`src/rtl/tlb_walk_ctrl_if.sv`:
```
// Bus bundle between the Sv39 page-table walker and its environment.
//   IF/MA miss ports : *_miss, *_vpn in; *_done, *_fault pulses out
//   root / flush     : satp_ppn, sfence in
//   TLB refill side  : tlb_invalid, tlb_if_update, tlb_ma_update, tlb_wdata out
//   PTE read port    : mem_req, mem_addr out; mem_ack, mem_rdata in
//   status           : busy out
// The walker connects through modport slave; the requesting side through master.
interface tlb_walk_ctrl_if #(
   parameter int PA_W = 56
) ();
   logic             if_miss;
   logic [26:0]      if_vpn;
   logic             if_done;
   logic             if_fault;
   logic             ma_miss;
   logic [26:0]      ma_vpn;
   logic             ma_done;
   logic             ma_fault;
   logic [43:0]      satp_ppn;
   logic             sfence;
   logic             tlb_invalid;
   logic             tlb_if_update;
   logic             tlb_ma_update;
   logic [43:0]      tlb_wdata;
   logic             mem_req;
   logic [PA_W-1:0]  mem_addr;
   logic             mem_ack;
   logic [63:0]      mem_rdata;
   logic             busy;

   modport slave (
      input  if_miss, if_vpn, ma_miss, ma_vpn, satp_ppn, sfence, mem_ack, mem_rdata,
      output if_done, if_fault, ma_done, ma_fault, tlb_invalid, tlb_if_update,
             tlb_ma_update, tlb_wdata, mem_req, mem_addr, busy
   );

   modport master (
      output if_miss, if_vpn, ma_miss, ma_vpn, satp_ppn, sfence, mem_ack, mem_rdata,
      input  if_done, if_fault, ma_done, ma_fault, tlb_invalid, tlb_if_update,
             tlb_ma_update, tlb_wdata, mem_req, mem_addr, busy
   );
endinterface

```
`src/rtl/tlb_walk_ctrl.sv`:
```
// Sv39 page-table walker / refill controller for the dual-port (IF, MA) TLB.
// Arbitrates IF and MA misses round-robin, walks the page table through one
// PTE read port, writes the leaf PPN back through the matching TLB update
// strobe and sequences sfence flushes so they never race a refill.
// Ports:
//   clk  : clock
//   rst  : synchronous active-high reset
//   bus  : tlb_walk_ctrl_if.slave (miss ports, TLB refill, PTE memory, busy)
//
// state    | meaning
// ---------+-------------------------------------------------------------
// S_IDLE   | waiting; flush has priority over granting a miss
// S_REQ    | PTE read outstanding for the current level
// S_CHECK  | decode latched PTE: descend, refill, or fault
// S_RETIRE | one quiet cycle so the requester can drop its miss
// S_FLUSH  | one-cycle tlb_invalid pulse
module tlb_walk_ctrl #(
   parameter int PA_W   = 56,
   parameter int LEVELS = 3
) (
   input logic            clk,
   input logic            rst,
   tlb_walk_ctrl_if.slave bus
);

   localparam logic [1:0] TOP_LEVEL = 2'(LEVELS - 1);

   typedef enum logic [2:0] {
      S_IDLE,
      S_REQ,
      S_CHECK,
      S_RETIRE,
      S_FLUSH
   } state_t;

   state_t      r_state,      w_state_nxt;
   logic [1:0]  r_level,      w_level_nxt;
   logic        r_last_ma,    w_last_ma_nxt;
   logic        r_flush_pend, w_flush_pend_nxt;
   logic        r_port_ma,    w_port_ma_nxt;
   logic [26:0] r_vpn,        w_vpn_nxt;
   logic [43:0] r_ppn_cur,    w_ppn_cur_nxt;
   logic [43:0] r_pte_ppn,    w_pte_ppn_nxt;
   logic [3:0]  r_pte_flags,  w_pte_flags_nxt;

   logic        w_grant_ma;
   logic        w_mem_req;
   logic        w_done;
   logic        w_fault;
   logic        w_update;
   logic        w_invalid;
   logic [8:0]  w_vpn_idx;
   logic [55:0] w_addr_full;
   logic        w_pte_v;
   logic        w_pte_r;
   logic        w_pte_w;
   logic        w_pte_x;
   logic        w_nonleaf;
   logic        w_misalign;
   logic        w_bad;
   logic [43:0] w_leaf_wdata;

   // VPN slice indexing the table at the current level
   always_comb begin
      w_vpn_idx = r_vpn[8:0];
      case (r_level)
         2'd2:    w_vpn_idx = r_vpn[26:18];
         2'd1:    w_vpn_idx = r_vpn[17:9];
         default: w_vpn_idx = r_vpn[8:0];
      endcase
   end

   assign w_addr_full = {r_ppn_cur, w_vpn_idx, 3'b000};

   assign w_pte_v   = r_pte_flags[0];
   assign w_pte_r   = r_pte_flags[1];
   assign w_pte_w   = r_pte_flags[2];
   assign w_pte_x   = r_pte_flags[3];
   assign w_nonleaf = ~w_pte_r & ~w_pte_x;

   // Superpage leaves splice the untranslated VPN bits into the low PPN bits;
   // those PPN bits must be zero or the mapping is misaligned.
   always_comb begin
      w_misalign   = 1'b0;
      w_leaf_wdata = r_pte_ppn;
      case (r_level)
         2'd2: begin
            w_misalign   = |r_pte_ppn[17:0];
            w_leaf_wdata = {r_pte_ppn[43:18], r_vpn[17:0]};
         end
         2'd1: begin
            w_misalign   = |r_pte_ppn[8:0];
            w_leaf_wdata = {r_pte_ppn[43:9], r_vpn[8:0]};
         end
         default: begin
            w_misalign   = 1'b0;
            w_leaf_wdata = r_pte_ppn;
         end
      endcase
   end

   assign w_bad = ~w_pte_v
                | (~w_pte_r & w_pte_w)
                | (w_nonleaf & (r_level == 2'd0))
                | (~w_nonleaf & w_misalign);

   always_comb begin
      w_state_nxt     = r_state;
      w_level_nxt     = r_level;
      w_last_ma_nxt   = r_last_ma;
      w_port_ma_nxt   = r_port_ma;
      w_vpn_nxt       = r_vpn;
      w_ppn_cur_nxt   = r_ppn_cur;
      w_pte_ppn_nxt   = r_pte_ppn;
      w_pte_flags_nxt = r_pte_flags;
      w_grant_ma      = 1'b0;
      w_mem_req       = 1'b0;
      w_done          = 1'b0;
      w_fault         = 1'b0;
      w_update        = 1'b0;
      w_invalid       = 1'b0;

      case (r_state)
         S_IDLE: begin
            if (r_flush_pend || bus.sfence) begin
               w_state_nxt = S_FLUSH;
            end else if (bus.if_miss || bus.ma_miss) begin
               // On a tie the port that was not served last wins.
               w_grant_ma    = bus.ma_miss && (!bus.if_miss || !r_last_ma);
               w_port_ma_nxt = w_grant_ma;
               w_last_ma_nxt = w_grant_ma;
               w_vpn_nxt     = w_grant_ma ? bus.ma_vpn : bus.if_vpn;
               w_ppn_cur_nxt = bus.satp_ppn;
               w_level_nxt   = TOP_LEVEL;
               w_state_nxt   = S_REQ;
            end
         end
         S_REQ: begin
            w_mem_req = 1'b1;
            if (bus.mem_ack) begin
               w_pte_ppn_nxt   = bus.mem_rdata[53:10];
               w_pte_flags_nxt = bus.mem_rdata[3:0];
               w_state_nxt     = S_CHECK;
            end
         end
         S_CHECK: begin
            if (w_bad) begin
               w_fault     = 1'b1;
               w_state_nxt = S_RETIRE;
            end else if (w_nonleaf) begin
               w_ppn_cur_nxt = r_pte_ppn;
               w_level_nxt   = r_level - 2'd1;
               w_state_nxt   = S_REQ;
            end else begin
               // A pending flush would wipe this entry anyway; skip the write
               // and let the requester re-miss after the flush.
               w_done      = 1'b1;
               w_update    = ~r_flush_pend;
               w_state_nxt = S_RETIRE;
            end
         end
         S_RETIRE: begin
            w_state_nxt = S_IDLE;
         end
         S_FLUSH: begin
            w_invalid   = 1'b1;
            w_state_nxt = S_IDLE;
         end
         default: begin
            w_state_nxt = S_IDLE;
         end
      endcase
   end

   // A sfence arriving during FLUSH re-arms the pending flag so it is not lost.
   always_comb begin
      w_flush_pend_nxt = (r_state == S_FLUSH) ? 1'b0 : r_flush_pend;
      if (bus.sfence && (r_state != S_IDLE)) begin
         w_flush_pend_nxt = 1'b1;
      end
   end

   always_ff @(posedge clk) begin
      if (rst) begin
         r_state      <= S_IDLE;
         r_level      <= TOP_LEVEL;
         r_last_ma    <= 1'b1;
         r_flush_pend <= 1'b0;
         r_port_ma    <= 1'b0;
         r_vpn        <= '0;
         r_ppn_cur    <= '0;
         r_pte_ppn    <= '0;
         r_pte_flags  <= '0;
      end else begin
         r_state      <= w_state_nxt;
         r_level      <= w_level_nxt;
         r_last_ma    <= w_last_ma_nxt;
         r_flush_pend <= w_flush_pend_nxt;
         r_port_ma    <= w_port_ma_nxt;
         r_vpn        <= w_vpn_nxt;
         r_ppn_cur    <= w_ppn_cur_nxt;
         r_pte_ppn    <= w_pte_ppn_nxt;
         r_pte_flags  <= w_pte_flags_nxt;
      end
   end

   assign bus.if_done       = w_done  & ~r_port_ma;
   assign bus.ma_done       = w_done  &  r_port_ma;
   assign bus.if_fault      = w_fault & ~r_port_ma;
   assign bus.ma_fault      = w_fault &  r_port_ma;
   assign bus.tlb_if_update = w_update & ~r_port_ma;
   assign bus.tlb_ma_update = w_update &  r_port_ma;
   assign bus.tlb_wdata     = w_update ? w_leaf_wdata : 44'd0;
   assign bus.tlb_invalid   = w_invalid;
   assign bus.mem_req       = w_mem_req;
   assign bus.mem_addr      = w_mem_req ? PA_W'(w_addr_full) : '0;
   assign bus.busy          = (r_state != S_IDLE);

endmodule

```
`src/flat_wrapper.sv`:
```
// flat-port wrapper written by rule: the top's interface ports become plain ports
module tlb_walk_ctrl_flat 
#(
   parameter int PA_W   = 56,
   parameter int LEVELS = 3
)
  (clk, rst, bus_if_miss, bus_if_vpn, bus_ma_miss, bus_ma_vpn, bus_satp_ppn, bus_sfence, bus_mem_ack, bus_mem_rdata, bus_if_done, bus_if_fault, bus_ma_done, bus_ma_fault, bus_tlb_invalid, bus_tlb_if_update, bus_tlb_ma_update, bus_tlb_wdata, bus_mem_req, bus_mem_addr, bus_busy);
  tlb_walk_ctrl_if #(.PA_W(PA_W)) bus_i ();
  input logic clk;
  input logic rst;
  input wire logic [$bits(bus_i.if_miss)-1:0] bus_if_miss;
  input wire logic [$bits(bus_i.if_vpn)-1:0] bus_if_vpn;
  input wire logic [$bits(bus_i.ma_miss)-1:0] bus_ma_miss;
  input wire logic [$bits(bus_i.ma_vpn)-1:0] bus_ma_vpn;
  input wire logic [$bits(bus_i.satp_ppn)-1:0] bus_satp_ppn;
  input wire logic [$bits(bus_i.sfence)-1:0] bus_sfence;
  input wire logic [$bits(bus_i.mem_ack)-1:0] bus_mem_ack;
  input wire logic [$bits(bus_i.mem_rdata)-1:0] bus_mem_rdata;
  output wire logic [$bits(bus_i.if_done)-1:0] bus_if_done;
  output wire logic [$bits(bus_i.if_fault)-1:0] bus_if_fault;
  output wire logic [$bits(bus_i.ma_done)-1:0] bus_ma_done;
  output wire logic [$bits(bus_i.ma_fault)-1:0] bus_ma_fault;
  output wire logic [$bits(bus_i.tlb_invalid)-1:0] bus_tlb_invalid;
  output wire logic [$bits(bus_i.tlb_if_update)-1:0] bus_tlb_if_update;
  output wire logic [$bits(bus_i.tlb_ma_update)-1:0] bus_tlb_ma_update;
  output wire logic [$bits(bus_i.tlb_wdata)-1:0] bus_tlb_wdata;
  output wire logic [$bits(bus_i.mem_req)-1:0] bus_mem_req;
  output wire logic [$bits(bus_i.mem_addr)-1:0] bus_mem_addr;
  output wire logic [$bits(bus_i.busy)-1:0] bus_busy;
  assign bus_i.if_miss = bus_if_miss;
  assign bus_i.if_vpn = bus_if_vpn;
  assign bus_i.ma_miss = bus_ma_miss;
  assign bus_i.ma_vpn = bus_ma_vpn;
  assign bus_i.satp_ppn = bus_satp_ppn;
  assign bus_i.sfence = bus_sfence;
  assign bus_i.mem_ack = bus_mem_ack;
  assign bus_i.mem_rdata = bus_mem_rdata;
  assign bus_if_done = bus_i.if_done;
  assign bus_if_fault = bus_i.if_fault;
  assign bus_ma_done = bus_i.ma_done;
  assign bus_ma_fault = bus_i.ma_fault;
  assign bus_tlb_invalid = bus_i.tlb_invalid;
  assign bus_tlb_if_update = bus_i.tlb_if_update;
  assign bus_tlb_ma_update = bus_i.tlb_ma_update;
  assign bus_tlb_wdata = bus_i.tlb_wdata;
  assign bus_mem_req = bus_i.mem_req;
  assign bus_mem_addr = bus_i.mem_addr;
  assign bus_busy = bus_i.busy;
  tlb_walk_ctrl #(.PA_W(PA_W), .LEVELS(LEVELS)) u_core (.clk(clk), .rst(rst), .bus(bus_i));
endmodule
```
`config.mk`:
```
export PLATFORM = sky130hd
export DESIGN_NAME = tlb_walk_ctrl_flat
export DESIGN_NICKNAME = d
export VERILOG_FILES = /design/src/rtl/tlb_walk_ctrl_if.sv /design/src/rtl/tlb_walk_ctrl.sv /design/src/flat_wrapper.sv
export SDC_FILE = /design/constraint.sdc
export NUM_CORES = 1
export LEC_CHECK = 0
export ABC_AREA = 1
export ABC_CLOCK_PERIOD_IN_PS = 1550
export BUFFER_PORTS_ARGS = -buffer_cell sky130_fd_sc_hd__buf_4
export CAP_MARGIN = 0
export CORE_MARGIN = 5
export CORE_UTILIZATION = 40
export DETAILED_ROUTE_END_ITERATION = 7
export PLACE_DENSITY = 0.83
export SETUP_SLACK_MARGIN = 0.4
export SLEW_MARGIN = 15
export SYNTH_ARGS = -nofsm -noshare
export SYNTH_HDL_FRONTEND = slang
export SYNTH_SLANG_ARGS = --single-unit
export TNS_END_PERCENT = 30
```
`constraint.sdc`:
```
create_clock -name clk -period 1.55 [get_ports clk]
set_input_delay 0 -clock clk [delete_from_list [all_inputs] [get_ports clk]]
set_output_delay 0 -clock clk [all_outputs]
set_load 0.03 [all_outputs]
```
Word-level counts from Yosys, hierarchy flattened. Cells that the tools add are included.

Register bits: 127. Input bits: 168.

Add/subtract/negate cells: 1. Equal/unequal tests: 11. Multiplexer cells: 34. Bitwise gates (word level): 20. Reductions and logical operators: 18.

Operators by type and width (number): 44-bit 2-to-1 mux (5); 44-bit case mux with 2 select lines (1); 56-bit 2-to-1 mux (1); 18-bit case mux with 2 select lines (1); 27-bit 2-to-1 mux (1); 9-bit case mux with 2 select lines (1); 18-bit OR reduction (1); 1-bit 2-to-1 mux (12); 3-bit 2-to-1 mux (4); 1-bit bitwise AND (10); 2-bit 2-to-1 mux (5); 3-bit case mux with 3 select lines (1); 9-bit OR reduction (1); 1-bit inverter (7); 2-bit != test (second input constant) (3); 5-bit AND reduction (1); 2-bit by 1-bit != test with 1-bit output (second input constant) (2); 2-bit case mux with 2 select lines (1); 2-bit AND reduction (2); 2-bit nonzero test (2); 3-bit by 1-bit == test with 1-bit output (second input constant) (1); 3-bit by 2-bit == test with 1-bit output (second input constant) (1); 3-bit == test (second input constant) (1); 3-bit zero test (1); other kinds (12) (18).

Depth between registers and ports, before layout.
Depth in word-level cells: 8. Mapped depth: 11. Depth with buffers taken out: 10.

Worst setup path after synthesis. Ideal clock, no wire load.

Path kind: flip-flop to output port. Start: register u_core.r_level[0]. End: output bus_tlb_wdata[10]. Arrival: 1.918 ns. Data required time: 1.550 ns. Path slack: -0.368 ns. Stages on the path, launching flop included: 11. Buffers on the path: 1. Path through: dfxtp_1 -> inv_1 -> ha_1 -> nor2_1 -> clkinv_1 -> nand2_1 -> nand2_1 -> nand2_1 -> nand4_2 -> buf_2 -> nor2_1.

Cells in the longest elaborated chain, start to end: 7. Elaborated cells between the ends (all ways): 12. Classes of those cells: eq/ne (2); mux (5); bitwise (4); reduce/logical (1).

Ends and longest elaborated chain: from (decl) (RTL line tlb_walk_ctrl.sv:37) `logic [1:0] r_level, w_level_nxt;`; from (signal assigned) (RTL line tlb_walk_ctrl.sv:196) `r_level <= w_level_nxt;`; 2-bit by 1-bit == test with 1-bit output (tied with other cells) (RTL line tlb_walk_ctrl.sv:86) `case (r_level)`; 1-bit case mux with 2 select lines / 1-bit bitwise AND (equally long branches) (RTL line tlb_walk_ctrl.sv:86, tlb_walk_ctrl.sv:104); 1-bit bitwise AND / 1-bit bitwise OR (equally long branches) (RTL line tlb_walk_ctrl.sv:105, tlb_walk_ctrl.sv:104); 1-bit bitwise OR (RTL line tlb_walk_ctrl.sv:105) `| (~w_nonleaf & w_misalign);`; 1-bit 2-to-1 mux (RTL line tlb_walk_ctrl.sv:147) `if (w_bad) begin`; 1-bit 2-to-1 mux (RTL line tlb_walk_ctrl.sv:123) `case (r_state)`; 44-bit 2-to-1 mux * (RTL line tlb_walk_ctrl.sv:213) `assign bus.tlb_wdata = w_update ? w_leaf_wdata : 44'd0;`; to (decl) (RTL line flat_wrapper.sv:26) `output wire logic [$bits(bus_i.tlb_wdata)-1:0] bus_tlb_wdata;`.

Every way passes the cells marked *; elsewhere a longest branch is shown, timed or not.

Worst setup path after layout.
Start: register u_core.r_level[0]. End: output bus_tlb_wdata[8].

The elaborated chain is that of the path after synthesis.

==> out/qor.yml <==
fin_tns_setup_ns: -39.96
grt_overflow: 0
tritoncts: "done"
drt_first_pass_iters: 8
synth_top_family_by_area: "compound AO/OA/AOI/OAI gates"
io_buffer_count: 257
synth_area_leader_cell: "dfxtp_1"
fin_worst_skew_ns: 0.00797
synth_seq_cells: 127
wl_met1_mm: 11.5
track_usage: 0.329
vias: 8970
regArea_sq_mm: 0.00255
yosys.cell_types.count: 29
synth_simple_gate_area_frac: 0.225
ys_seq_area_frac: 0.403
status: "finished, violations left"
drtAntennaViolNets: 0
p_leak_nw: 5.35
finalCriticalPeriod_ns: 2.11
wl_per_cell_microns: 20.5
yosys-top-cells-area: "dfxtp_1 (40%), nor2_1 (13%), o21ai_0 (12%)"
routed_wl_mm: 33.6
yosys_warnings: 0
drc: 0
hold_viol: 0
cts_buffers: 17
irDropWorstVdd_v: 0.000851
fmax_mhz: 473
synthToLayoutAreaGrowth_pct: 102
antenna_found_initial: 3
fp.dieH_microns: 136
clk_pin_slew_ns: 0.05
top_layer_used: "met4"
grt_first_pass_wirelength_mm: 47.3
holdWs_ns: 0.0227
drive_above_1_share: 0.390
routed_via_density: 5.48
finalCritPeriodShare: 1.36
layout.nets: 1577
hp-class: "in -> reg"
rsz0062_at_grt: "true"
io_pins: 277
start_util: 0.403
cp-end-kind: "output port"
dp_hpwl_mm: 16.7
drt_first_iter_violations: 746
clock_latency_ns: 0.42
met2WireLength_mm: 16.7
h-tree-depth: 4
slew_violations: 0
gp_congestion: 0.865
wl_met3_mm: 3.21
violations: "negative setup slack"
grt_pass1_vias: 8856
syn-instance-count: 956
synth_area_per_cell_sq_um: 6.60
cp_max_fo: 9
clock_sinks: 127
tightest_slew_ns: 0.525
path_class: "reg -> out"
synth_compound_area_frac: 0.239
syn-cell-area_sq_mm: 0.00631
die-area_sq_mm: 0.0184
cp.required_ns: 1.55
synthAdderAreaFrac: 0.00595
multi_input_area_sq_mm: 0.00394
power_density_mw_per_mm2: 1290
core_area_sq_mm: 0.0157
cap_violations: 0
worst_slack_ns: -0.564
rows: 46
max_slew_margin: 0.650
cts_buffer_depth: 2
startpoint_type: "flip-flop"
final-setup-viol-count: 189
muxShareOfSynthArea: 0
critical_path_arrival_ns: 2.11
die_w_microns: 136
fill_cells: 859
synth_xor_area_frac: 0
root_buffer: "clkbuf_16"
grt_max_degree: 57
synth_top_area_frac: 0.403
==> synthesized netlist by cell type, drive strengths merged <==
cell type,n
a22oi,9
a31oi,38
a221oi,9
a21oi,49
dfxtp,127
conb,1
buf,30
clkbuf,41
inv,107
ha,3
o21ai,175
nand3,7
clkinv,2
or2,3
nor2,222
nand4,2
nand2,131
==> power by group <==
group	internal, mW	leakage (nW)	switching, mW
Sequential	3.98	1.04	0.582
Combinational	3.24	3.98	4.14
Clock	3.02	0.326	1.50
Total	10.2	5.35	6.22
==> registers in the layout, indices dropped and copies added, names as in the netlist, 2 cells and up <==
signal	flops
u_core.r_level	2
u_core.r_ppn_cur	44
u_core.r_pte_flags	4
u_core.r_pte_ppn	44
u_core.r_state	3
u_core.r_vpn	27
==> area by class of cell <==
type                       instances  area share
clock inverter                    10      0.0142
timing repair inverter             3     0.00285
tap                              216      0.0212
sequential                       127       0.200
inverter                         109      0.0355
antenna                            3    0.000589
clock buffer                      22      0.0380
timing repair buffer             497       0.378
multi-input combinational        651       0.309
==> stage by stage <==
step / setup slack, ns / power (mW) / util / instance area [sq um] / cells
floorplan: -0.110 / 7.62 / - / 6880 / 958
global placement: -0.0682 / 9.15 / 0.590 / 9240 / 1421
detailed placement: -0.105 / 9.29 / 0.590 / 9240 / 1421
CTS: -0.482 / 15.3 / 0.777 / 12200 / 1620
global route: -0.622 / 17.1 / 0.814 / 12700 / 1638
finish: -0.564 / 16.5 / 0.814 / 12700 / 1638
==> cell families after synthesis <==
group                    Yosys count
adder cells (fa/ha/maj)            3
buffers and inverters            180
other                              1
flip-flops                       127
AO/OA/AOI/OAI                    280
AND/OR/NAND/NOR                  365
==> worst paths after layout <==
| path | end | slack, ns | cells past startpoint | start |
|---|---|---|---|---|
| worst min register to register | u_core.r_pte_flags[2]$_SDFFE_PP0P_ | 0.48 | 2 | u_core.r_pte_flags[2]$_SDFFE_PP0P_ |
| worst max-delay path | bus_tlb_wdata[8] | -0.56 | 9 | u_core.r_level[0]$_SDFFE_PP0P_ |
| worst max register to register | u_core.r_ppn_cur[12]$_SDFFE_PP0P_ | -0.14 | 9 | u_core.r_flush_pend$_SDFFE_PP0P_ |
| worst min-delay path | u_core.r_ppn_cur[13]$_SDFFE_PP0P_ | 0.02 | 5 | bus_satp_ppn[13] |
==> critical path, stage by stage, from the launching register on <==
cell and delay [ns]:
dfxtp_4 0.38, inv_4 0.06, ha_4 0.17, nor2_4 0.13, clkinv_4 0.06, buf_4 0.12, buf_4 0.17, a31oi_1 0.36
nor2_4 0.09, buf_6 0.15
==> routing by layer <==
| metal | vias to the layer above | global-route usage |
|---|---|---|
| met5 | - | 0 |
| met4 | 0 | 0.203 |
| met3 | 187 | 0.0806 |
| met2 | 692 | 0.575 |
| met1 | 4105 | 0.358 |
| li1 | 3986 | - |
==> layout by cell type (no fill, tap or decap), types with 15 or more instances in the layout <==
master	Yosys	layout
inv_1	103	96
nor2_2	1	26
buf_12	0	15
dlygate4sd3_1	0	151
buf_4	3	230
nand2_1	128	121
dfxtp_1	127	121
o21ai_0	156	76
buf_6	4	91
nor2_4	1	59
o21ai_1	18	69
clkbuf_16	0	21
a31oi_1	38	37
a21oi_1	49	49
o21ai_2	1	29
nor2_1	220	137
==> timing repair <==
action | in CTS | in global routing
pin swaps | 23 | 18
endpoints found under the hold margin | 122 | 0
gates cloned | 8 | 4
setup endpoints to repair | 231 | 231
setup buffers | 8 | 11
hold buffers | 151 | 0
resized for setup | 139 | 159
Power figures use the tool's default switching activity.
